`src/rtl/alu_pkg.sv`:
```
// rtl/alu_pkg.sv - shared ALU widths, opcodes and issue-stage FSM encoding
package alu_pkg;

  localparam int OPCODE_W = 3;
  localparam int DATA_W   = 32;

  typedef enum logic [1:0] {
    ST_IDLE = 2'd0,
    ST_EXEC = 2'd1,
    ST_WB   = 2'd2
  } state_e;

  localparam logic [OPCODE_W-1:0] OP_ADD = 3'b000;
  localparam logic [OPCODE_W-1:0] OP_SUB = 3'b001;
  localparam logic [OPCODE_W-1:0] OP_AND = 3'b010;
  localparam logic [OPCODE_W-1:0] OP_OR  = 3'b011;
  localparam logic [OPCODE_W-1:0] OP_XOR = 3'b100;
  localparam logic [OPCODE_W-1:0] OP_SLL = 3'b101;
  localparam logic [OPCODE_W-1:0] OP_SRL = 3'b110;
  localparam logic [OPCODE_W-1:0] OP_SLT = 3'b111;

endpackage

```
`src/rtl/alu_issue_ctrl_if.sv`:
```
// rtl/alu_issue_ctrl_if.sv - load, command, ALU and debug signals of the issue stage
interface alu_issue_ctrl_if #(
  parameter int WIDTH = 32,
  parameter int NREG  = 8
);
  localparam int AW = $clog2(NREG);

  logic             ld_valid;
  logic [AW-1:0]    ld_addr;
  logic [WIDTH-1:0] ld_data;
  logic             cmd_valid;
  logic             cmd_ready;
  logic [2:0]       cmd_opcode;
  logic [AW-1:0]    cmd_src_a;
  logic [AW-1:0]    cmd_src_b;
  logic [AW-1:0]    cmd_dst;
  logic [WIDTH-1:0] alu_a;
  logic [WIDTH-1:0] alu_b;
  logic [2:0]       alu_opcode;
  logic             alu_en;
  logic [WIDTH-1:0] alu_result;
  logic             done;
  logic [WIDTH-1:0] result;
  logic [AW-1:0]    rd_addr;
  logic [WIDTH-1:0] rd_data;

  modport master (
    output ld_valid, ld_addr, ld_data, cmd_valid, cmd_opcode, cmd_src_a, cmd_src_b,
           cmd_dst, alu_result, rd_addr,
    input  cmd_ready, alu_a, alu_b, alu_opcode, alu_en, done, result, rd_data
  );

  modport slave (
    input  ld_valid, ld_addr, ld_data, cmd_valid, cmd_opcode, cmd_src_a, cmd_src_b,
           cmd_dst, alu_result, rd_addr,
    output cmd_ready, alu_a, alu_b, alu_opcode, alu_en, done, result, rd_data
  );
endinterface

```
`src/rtl/alu_regfile.sv`:
```
// rtl/alu_regfile.sv - operand register file, one write port, three async read ports
module alu_regfile #(
  parameter int WIDTH = 32,
  parameter int NREG  = 8,
  parameter int AW    = $clog2(NREG)
) (
  input  logic             clk,
  input  logic             rst_n,
  input  logic             we_i,
  input  logic [AW-1:0]    waddr_i,
  input  logic [WIDTH-1:0] wdata_i,
  input  logic [AW-1:0]    ra_addr_i,
  output logic [WIDTH-1:0] ra_data_o,
  input  logic [AW-1:0]    rb_addr_i,
  output logic [WIDTH-1:0] rb_data_o,
  input  logic [AW-1:0]    rd_addr_i,
  output logic [WIDTH-1:0] rd_data_o
);

  logic [WIDTH-1:0] rf_q [NREG];

  always_ff @(posedge clk or negedge rst_n) begin
    if (!rst_n) begin
      for (int i = 0; i < NREG; i++) rf_q[i] <= '0;
    end else if (we_i) begin
      rf_q[waddr_i] <= wdata_i;
    end
  end

  assign ra_data_o = rf_q[ra_addr_i];
  assign rb_data_o = rf_q[rb_addr_i];
  assign rd_data_o = rf_q[rd_addr_i];

endmodule

```
`src/rtl/alu_issue_ctrl.sv`:
```
// rtl/alu_issue_ctrl.sv - issues one register-file command to the ALU and writes the result back
module alu_issue_ctrl
  import alu_pkg::*;
#(
  parameter int WIDTH = DATA_W,
  parameter int NREG  = 8
) (
  input logic              clk,
  input logic              rst_n,
  alu_issue_ctrl_if.slave  bus
);

  localparam int AW = $clog2(NREG);

  state_e               state_q;
  logic [WIDTH-1:0]     alu_a_q;
  logic [WIDTH-1:0]     alu_b_q;
  logic [WIDTH-1:0]     result_q;
  logic [OPCODE_W-1:0]  opcode_q;
  logic                 en_q;
  logic                 done_q;
  logic [AW-1:0]        dst_q;

  logic                 idle;
  logic                 cmd_ready;
  logic                 cmd_acc;
  logic                 rf_we;
  logic [AW-1:0]        rf_waddr;
  logic [WIDTH-1:0]     rf_wdata;
  logic [WIDTH-1:0]     src_a_data;
  logic [WIDTH-1:0]     src_b_data;

  assign idle      = (state_q == ST_IDLE);
  assign cmd_ready = idle && !bus.ld_valid;
  assign cmd_acc   = cmd_ready && bus.cmd_valid;

  // Loads only land in IDLE; writeback owns the port on the edge leaving EXEC.
  assign rf_we    = (idle && bus.ld_valid) || (state_q == ST_EXEC);
  assign rf_waddr = (state_q == ST_EXEC) ? dst_q : bus.ld_addr;
  assign rf_wdata = (state_q == ST_EXEC) ? bus.alu_result : bus.ld_data;

  alu_regfile #(.WIDTH(WIDTH), .NREG(NREG), .AW(AW)) u_regfile (
    .clk       (clk),
    .rst_n     (rst_n),
    .we_i      (rf_we),
    .waddr_i   (rf_waddr),
    .wdata_i   (rf_wdata),
    .ra_addr_i (bus.cmd_src_a),
    .ra_data_o (src_a_data),
    .rb_addr_i (bus.cmd_src_b),
    .rb_data_o (src_b_data),
    .rd_addr_i (bus.rd_addr),
    .rd_data_o (bus.rd_data)
  );

  always_ff @(posedge clk or negedge rst_n) begin
    if (!rst_n) begin
      state_q  <= ST_IDLE;
      alu_a_q  <= '0;
      alu_b_q  <= '0;
      result_q <= '0;
      opcode_q <= OP_ADD;
      en_q     <= 1'b0;
      done_q   <= 1'b0;
      dst_q    <= '0;
    end else begin
      case (state_q)
        ST_IDLE: begin
          if (cmd_acc) begin
            state_q  <= ST_EXEC;
            alu_a_q  <= src_a_data;
            alu_b_q  <= src_b_data;
            opcode_q <= bus.cmd_opcode;
            dst_q    <= bus.cmd_dst;
            en_q     <= 1'b1;
          end
        end
        ST_EXEC: begin
          state_q  <= ST_WB;
          result_q <= bus.alu_result;
          en_q     <= 1'b0;
          done_q   <= 1'b1;
        end
        ST_WB: begin
          state_q <= ST_IDLE;
          done_q  <= 1'b0;
        end
        default: begin
          state_q <= ST_IDLE;
          en_q    <= 1'b0;
          done_q  <= 1'b0;
        end
      endcase
    end
  end

  assign bus.cmd_ready  = cmd_ready;
  assign bus.alu_a      = alu_a_q;
  assign bus.alu_b      = alu_b_q;
  assign bus.alu_opcode = opcode_q;
  assign bus.alu_en     = en_q;
  assign bus.done       = done_q;
  assign bus.result     = result_q;

endmodule

```
`src/flat_wrapper.sv`:
```
// flat-port wrapper written by rule: the top's interface ports become plain ports
module alu_issue_ctrl_flat import alu_pkg::*;
#(
  parameter int WIDTH = DATA_W,
  parameter int NREG  = 8
)
  (clk, rst_n, bus_ld_valid, bus_ld_addr, bus_ld_data, bus_cmd_valid, bus_cmd_opcode, bus_cmd_src_a, bus_cmd_src_b, bus_cmd_dst, bus_alu_result, bus_rd_addr, bus_cmd_ready, bus_alu_a, bus_alu_b, bus_alu_opcode, bus_alu_en, bus_done, bus_result, bus_rd_data);
  alu_issue_ctrl_if #(.WIDTH(WIDTH), .NREG(NREG)) bus_i ();
  input logic clk;
  input logic rst_n;
  input wire logic [$bits(bus_i.ld_valid)-1:0] bus_ld_valid;
  input wire logic [$bits(bus_i.ld_addr)-1:0] bus_ld_addr;
  input wire logic [$bits(bus_i.ld_data)-1:0] bus_ld_data;
  input wire logic [$bits(bus_i.cmd_valid)-1:0] bus_cmd_valid;
  input wire logic [$bits(bus_i.cmd_opcode)-1:0] bus_cmd_opcode;
  input wire logic [$bits(bus_i.cmd_src_a)-1:0] bus_cmd_src_a;
  input wire logic [$bits(bus_i.cmd_src_b)-1:0] bus_cmd_src_b;
  input wire logic [$bits(bus_i.cmd_dst)-1:0] bus_cmd_dst;
  input wire logic [$bits(bus_i.alu_result)-1:0] bus_alu_result;
  input wire logic [$bits(bus_i.rd_addr)-1:0] bus_rd_addr;
  output wire logic [$bits(bus_i.cmd_ready)-1:0] bus_cmd_ready;
  output wire logic [$bits(bus_i.alu_a)-1:0] bus_alu_a;
  output wire logic [$bits(bus_i.alu_b)-1:0] bus_alu_b;
  output wire logic [$bits(bus_i.alu_opcode)-1:0] bus_alu_opcode;
  output wire logic [$bits(bus_i.alu_en)-1:0] bus_alu_en;
  output wire logic [$bits(bus_i.done)-1:0] bus_done;
  output wire logic [$bits(bus_i.result)-1:0] bus_result;
  output wire logic [$bits(bus_i.rd_data)-1:0] bus_rd_data;
  assign bus_i.ld_valid = bus_ld_valid;
  assign bus_i.ld_addr = bus_ld_addr;
  assign bus_i.ld_data = bus_ld_data;
  assign bus_i.cmd_valid = bus_cmd_valid;
  assign bus_i.cmd_opcode = bus_cmd_opcode;
  assign bus_i.cmd_src_a = bus_cmd_src_a;
  assign bus_i.cmd_src_b = bus_cmd_src_b;
  assign bus_i.cmd_dst = bus_cmd_dst;
  assign bus_i.alu_result = bus_alu_result;
  assign bus_i.rd_addr = bus_rd_addr;
  assign bus_cmd_ready = bus_i.cmd_ready;
  assign bus_alu_a = bus_i.alu_a;
  assign bus_alu_b = bus_i.alu_b;
  assign bus_alu_opcode = bus_i.alu_opcode;
  assign bus_alu_en = bus_i.alu_en;
  assign bus_done = bus_i.done;
  assign bus_result = bus_i.result;
  assign bus_rd_data = bus_i.rd_data;
  alu_issue_ctrl #(.WIDTH(WIDTH), .NREG(NREG)) u_core (.clk(clk), .rst_n(rst_n), .bus(bus_i));
endmodule
```
`config.mk`:
```
export PLATFORM = sky130hd
export DESIGN_NAME = alu_issue_ctrl_flat
export DESIGN_NICKNAME = d
export VERILOG_FILES = /design/src/rtl/alu_pkg.sv /design/src/rtl/alu_issue_ctrl_if.sv /design/src/rtl/alu_regfile.sv /design/src/rtl/alu_issue_ctrl.sv /design/src/flat_wrapper.sv
export SDC_FILE = /design/constraint.sdc
export NUM_CORES = 1
export LEC_CHECK = 0
export BUFFER_PORTS_ARGS = -buffer_cell sky130_fd_sc_hd__buf_2
export CAP_MARGIN = 20
export CORE_ASPECT_RATIO = 2
export CORE_MARGIN = 2
export CORE_UTILIZATION = 45
export CTS_CLUSTER_DIAMETER = 30
export DETAILED_ROUTE_END_ITERATION = 8
export PLACE_DENSITY = 0.77
export SLEW_MARGIN = 20
export SYNTH_ARGS = -nofsm -noshare
export SYNTH_HDL_FRONTEND = slang
export SYNTH_SLANG_ARGS = --single-unit
export TNS_END_PERCENT = 1
```
`constraint.sdc`:
```
create_clock -name clk -period 1.7 [get_ports clk]
set_input_delay 0.085 -clock clk [delete_from_list [all_inputs] [get_ports clk]]
set_output_delay 0.085 -clock clk [all_outputs]
set_load 0.02 [all_outputs]
```
**After elaboration in Yosys (flattened, before gate mapping)**

Index checks and enable logic that the tools add are counted.

- Output and inout bits: 134
- Bits of input ports: 86
- Word-level logic and storage cells: 57
- Bits in registers: 362

- Reduce and logical (&&, ||, !) cells: 9
- Magnitude comparators: 5
- Multiplexer cells: 19
- Eq/ne operators: 3
- Bitwise gates (word level): 5

Operators with widths:

| cell | count |
|---|---|
| $bmux W32 S3 | 3 |
| $bwmux W256 | 1 |
| $mux W32 | 8 |
| $demux W32 S3 | 1 |
| $ge A4 B4 Y1 const B | 4 |
| $not A3 Y4 | 4 |
| $logic_and A1 B1 Y1 | 4 |
| $lt A4 B1 Y1 const B | 1 |
| $pmux W1 S2 | 2 |
| $pmux W2 S2 | 1 |
| $reduce_and A2 Y1 | 2 |
| $mux W3 | 1 |
| $eq A2 B1 Y1 const B | 1 |
| $eq A2 B2 Y1 const B | 1 |
| $logic_not A2 Y1 | 1 |
| $mux W2 | 1 |
| $ne A2 B2 Y1 const B | 1 |
| $logic_not A1 Y1 | 1 |
| $logic_or A1 B1 Y1 | 1 |
| $mux W1 | 1 |
| $not A1 Y1 | 1 |

**Logic depth before layout (Yosys ltp)**

- Word-level depth: 8
- Mapped depth: 8
- Gate-level depth less buffers: 5

**Hierarchy**

A second synthesis with hierarchy kept.

- Cell total of the unflattened synthesis: 1161
- Area total of the unflattened synthesis: 20226.9 um^2

By module, submodules not included:

| module | seq. area each (um^2) | area each (um^2) | times used | cells each |
|---|---|---|---|---|
| alu_regfile | 6406.1 | 15800.2 | 1 | 893 |
| alu_issue_ctrl | 2652.5 | 4426.7 | 1 | 268 |

**Worst setup path before layout**

OpenSTA, ideal clock, no wires.

- Path kind: register to register
- From: register u_core.state_q[0]
- To: register u_core.alu_a_q[10] (netlist: u_core.bus.alu_a[10])
- Slack: -0.290 ns
- Path buffers: 3
- Required time: 1.635 ns
- Library setup time: 0.065 ns
- Cell stages (with the launch flop): 9
- Arrival: 1.925 ns
- Period minus slack after synthesis: 1.990 ns
- Cells stage by stage: dfrtp_1 buf_2 nor3_1 nand2_1 inv_2 buf_2 buf_2 nand3_1 nand2_1

- Longest elaborated chain between the ends: 4

RTL lines:

| what | line | text |
|---|---|---|
| start, declared | alu_issue_ctrl.sv:15 | `state_e state_q;` |
| start signal, assigned | alu_issue_ctrl.sv:58 | `state_q <= ST_IDLE;` |
| start signal, assigned | alu_issue_ctrl.sv:70 | `state_q <= ST_EXEC;` |
| start signal, assigned | alu_issue_ctrl.sv:79 | `state_q <= ST_WB;` |
| $logic_not A2 Y1 | alu_issue_ctrl.sv:33 | `assign idle = (state_q == ST_IDLE);` |
| $logic_and A1 B1 Y1 | alu_issue_ctrl.sv:34 | `assign cmd_ready = idle && !bus.ld_valid;` |
| named net bus_cmd_ready | flat_wrapper.sv:21 | `output wire logic [$bits(bus_i.cmd_ready)-1:0] bus_cmd_ready;` |
| $logic_and A1 B1 Y1 | alu_issue_ctrl.sv:35 | `assign cmd_acc = cmd_ready && bus.cmd_valid;` |
| $reduce_and A2 Y1 (no line) | n/a |  |
| end signal, assigned | alu_issue_ctrl.sv:71 | `alu_a_q <= src_a_data;` |
| end, declared | alu_issue_ctrl.sv:16 | `logic [WIDTH-1:0] alu_a_q;` |

The timed path passes the listed nets, and every way through them passes these cells.
A chain may end at the register's enable or synchronous reset.

**Final worst setup path**

- From: register u_core.u_regfile.rf_q[255] (netlist name)
- To: output port bus_rd_data[31]

- Longest elaborated chain between the ends: 3

RTL lines:

| what | line | text |
|---|---|---|
| start, declared | alu_regfile.sv:20 | `logic [WIDTH-1:0] rf_q [NREG];` |
| start signal, assigned by index | alu_regfile.sv:26 | `rf_q[waddr_i] <= wdata_i;` |
| $bmux W32 S3 | alu_regfile.sv:32 | `assign rd_data_o = rf_q[rd_addr_i];` |
| $mux W32 (implied by the code) (2 in series) | alu_regfile.sv:32 |  |
| end, declared | flat_wrapper.sv:28 | `output wire logic [$bits(bus_i.rd_data)-1:0] bus_rd_data;` |

Every way passes these cells. The select of a mux whose other input is x is not followed.

==> flow_metrics.tcl <==
set metrics [dict create \
    clock-sinks 362 \
    die_width_um 151 \
    drt_iter0_drc 1485 \
    p_total_mw 40.8 \
    clock_latency_ns 0.59 \
    grt_pass1_vias 16500 \
    p_leak_nw 12.6 \
    slew_headroom_pct 55.2 \
    via_per_inst 6.06 \
    synth_async_sr_flop_share_pct 100 \
    max-clock-path-buffers 3 \
    drc_errors 0 \
    synth_top_area_cell "dfrtp_1" \
    r2r-start "u_core.state_q[0]$_DFFE_PN0P_" \
    dp_hpwl_mm 34.8 \
    crit_required_ns 1.62 \
    numCtsBuffers 54 \
    core_area_um2 43100 \
    antenna_found_initial 0 \
    grt.total_usage_pct 26.1 \
    gp_routability_congestion 0.812 \
    tritoncts "built" \
    max_freq_mhz 488 \
    synth_edf_count 0 \
    syn_nets 1711 \
    syn_to_final_growth_pct 33.4 \
    synth_most_common_cell "dfrtp_1" \
    port-buffer-count 219 \
    cp-start-kind "flip-flop" \
    fp.dieH_um 299 \
    failed_checks "hold timing, setup timing" \
    outcome "finished, violations left" \
    period_minus_slack_ns 2.05 \
    fin_setup_tns_ns -41.73 \
    fin_ws_ns -0.348 \
    vdd_drop_max_uv 1160 \
    cap_violations 0 \
    drive_gt1_share_pct 44.0 \
    synth_seq_cells 362 \
    synth_area_leaders "dfrtp_1 46%, mux2_2 15%, mux2i_1 13%" \
    pre_cts_slack_ns -0.235 \
    avgSynthCellArea_um2 12.0 \
    synth_cells 1625 \
    wirelength_mm 61.4 \
    crit_arrival_ns 1.96 \
    yosysSeqAreaShare_pct 46.3 \
    initial_core_util_pct 45.4 \
    h-tree-depth 2 \
    crit_start "u_core.u_regfile.rf_q[255]$_DFFE_PN0P_" \
    grt_max_degree 76 \
    fin_area_um2 26100 \
    clk_pin_slew_ns 0.06 \
    yosys.area.top_type_share_pct 46.3 \
    hp-start "bus_ld_data[18]" \
    synth-main-ff-cell "dfrtp_1" \
    post_drt_wl_per_cell_um 23.3 \
    power.density_nw_per_um2 1560 \
    ant_nets 0 \
    yosys-top-cells-count "362 x dfrtp_1, 296 x nand2_1, 256 x mux2i_1" \
    antenna_cells 0 \
    yosysWarnings 0 \
    worstSetupPathType "flip-flop to output port" \
    crit_path_end_kind "output port" \
    drt-pass1-iter-count 8 \
    final_util_pct 60.5 \
    hp-class "primary input to flip-flop" \
    die_area_um2 45200 \
    vias 15900 \
    rsz0062_at_grt "true" \
    postPlaceCellArea_um2 22200 \
    row_count 108 \
    slew_viol_final 0 \
    max_slew.worst_pin.slew_ns 0.670 \
    setup_viol 291 \
    overflow 0 \
    nets 2123 \
    hold_ws_ns -0.0304 \
    io_pins 220 \
    grt_pass1_wl_mm 91.7 \
    yosysUniqueCellTypes 30 \
    skew_ns 0.0297 \
    fin_crit_sh_pct 120 \
    clockRootBuffer "clkbuf_16" \
    netlist_area_um2 19600 \
    path_max_fanout 4 \
    finalHoldViolations 31 \
]
report_power, final:
part	leakage, nW	switching, mW	internal [mW]	total [mW]
logic	7.30	7.00	8.11	15.1
clock network	0.869	4.42	6.73	11.2
registers	4.41	2.65	11.9	14.5
total	12.6	14.1	26.7	40.8
critical path, stage by stage (launching register included):
cell and delay [ns]:
dfrtp_1 0.44, mux4_2 0.49, mux2_4 0.31, buf_6 0.14
kinds of logic after synthesis:
| logic type | count (synthesis) | share of synthesized area, % |
|---|---|---|
| DFF | 362 | 46.3 |
| muxes | 614 | 37.4 |
| and+or+nand+nor | 381 | 8.03 |
| buffers and inverters | 133 | 3.06 |
| AOI/OAI and AO/OA | 135 | 5.18 |
timing repair:
item	4_1_cts	5_1_grt
setup endpoints to repair	294	339
endpoints found under the hold margin	477	5
hold buffers	54	4
setup buffers	104	15
resized for setup	84	83
pin swaps	2	4
gates cloned	0	2
registers in the layout (all words and copies together), names as in the netlist:
register,count
u_core.u_regfile.rf_q,256
u_core.bus.alu_a,32
u_core.bus.alu_b,32
u_core.bus.result,32
u_core.bus.alu_opcode,3
u_core.dst_q,3
u_core.state_q,2
u_core.bus.alu_en,1
u_core.bus.done,1
stage by stage:
step | std cells | hold slack (ns)
final | 2633 | -0.0304
after global routing | 2633 | 0.000915
after global placement | 2352 | -0.0517
after detailed placement | 2352 | -0.0520
after floorplan | 1625 | -0.211
after CTS | 2612 | 0.00206
placed cells by master (no fill, tap or decap), types with 8 or more instances in the layout:
cell and n:
mux2i_1 256, clkinvlp_4 9, buf_2 187, buf_4 146
nand2_1 251, mux2_1 38, a22oi_1 128, mux2_4 35
nand2_2 38, clkbuf_16 56, clkinv_4 8, inv_6 10
buf_12 52, nand3_1 58, mux4_2 64, buf_6 36
dfrtp_1 360, dlygate4sd3_1 58, mux2_2 221
final cells by class:
class | instances | area (um2)
Multi-Input combinational cell | 1130 | 10300
Timing Repair Buffer | 484 | 4150
Tap cell | 550 | 688
Inverter | 5 | 23.8
Fill cell | 3130 | 17000
Clock buffer | 64 | 1430
Clock inverter | 38 | 394
Sequential cell | 362 | 9060
path summary, 6_finish.rpt:
check | end | slack, ns | cells after the start
worst max-delay path | bus_rd_data[31] | -0.35 | 3
min in group asynchronous | u_core.u_regfile.rf_q[227]$_DFFE_PN0P_ | 0.18 | 3
worst min-delay path | u_core.u_regfile.rf_q[242]$_DFFE_PN0P_ | -0.03 | 4
worst max register to register | u_core.u_regfile.rf_q[33]$_DFFE_PN0P_ | -0.29 | 8
worst min register to register | u_core.bus.result[5]$_DFFE_PN0P_ | 0.47 | 2
max in group asynchronous | u_core.u_regfile.rf_q[33]$_DFFE_PN0P_ | 0.47 | 3
metal layers:
metal  up-vias  track usage (%)  wire, um
li1       6809                -         -
met1      8056             34.1     24000
met2       891             42.2     29900
met3       193             3.92      4790
met4         0             12.6      2650
met5         -                0         0
No activity file was read; power rests on OpenSTA's default activity.
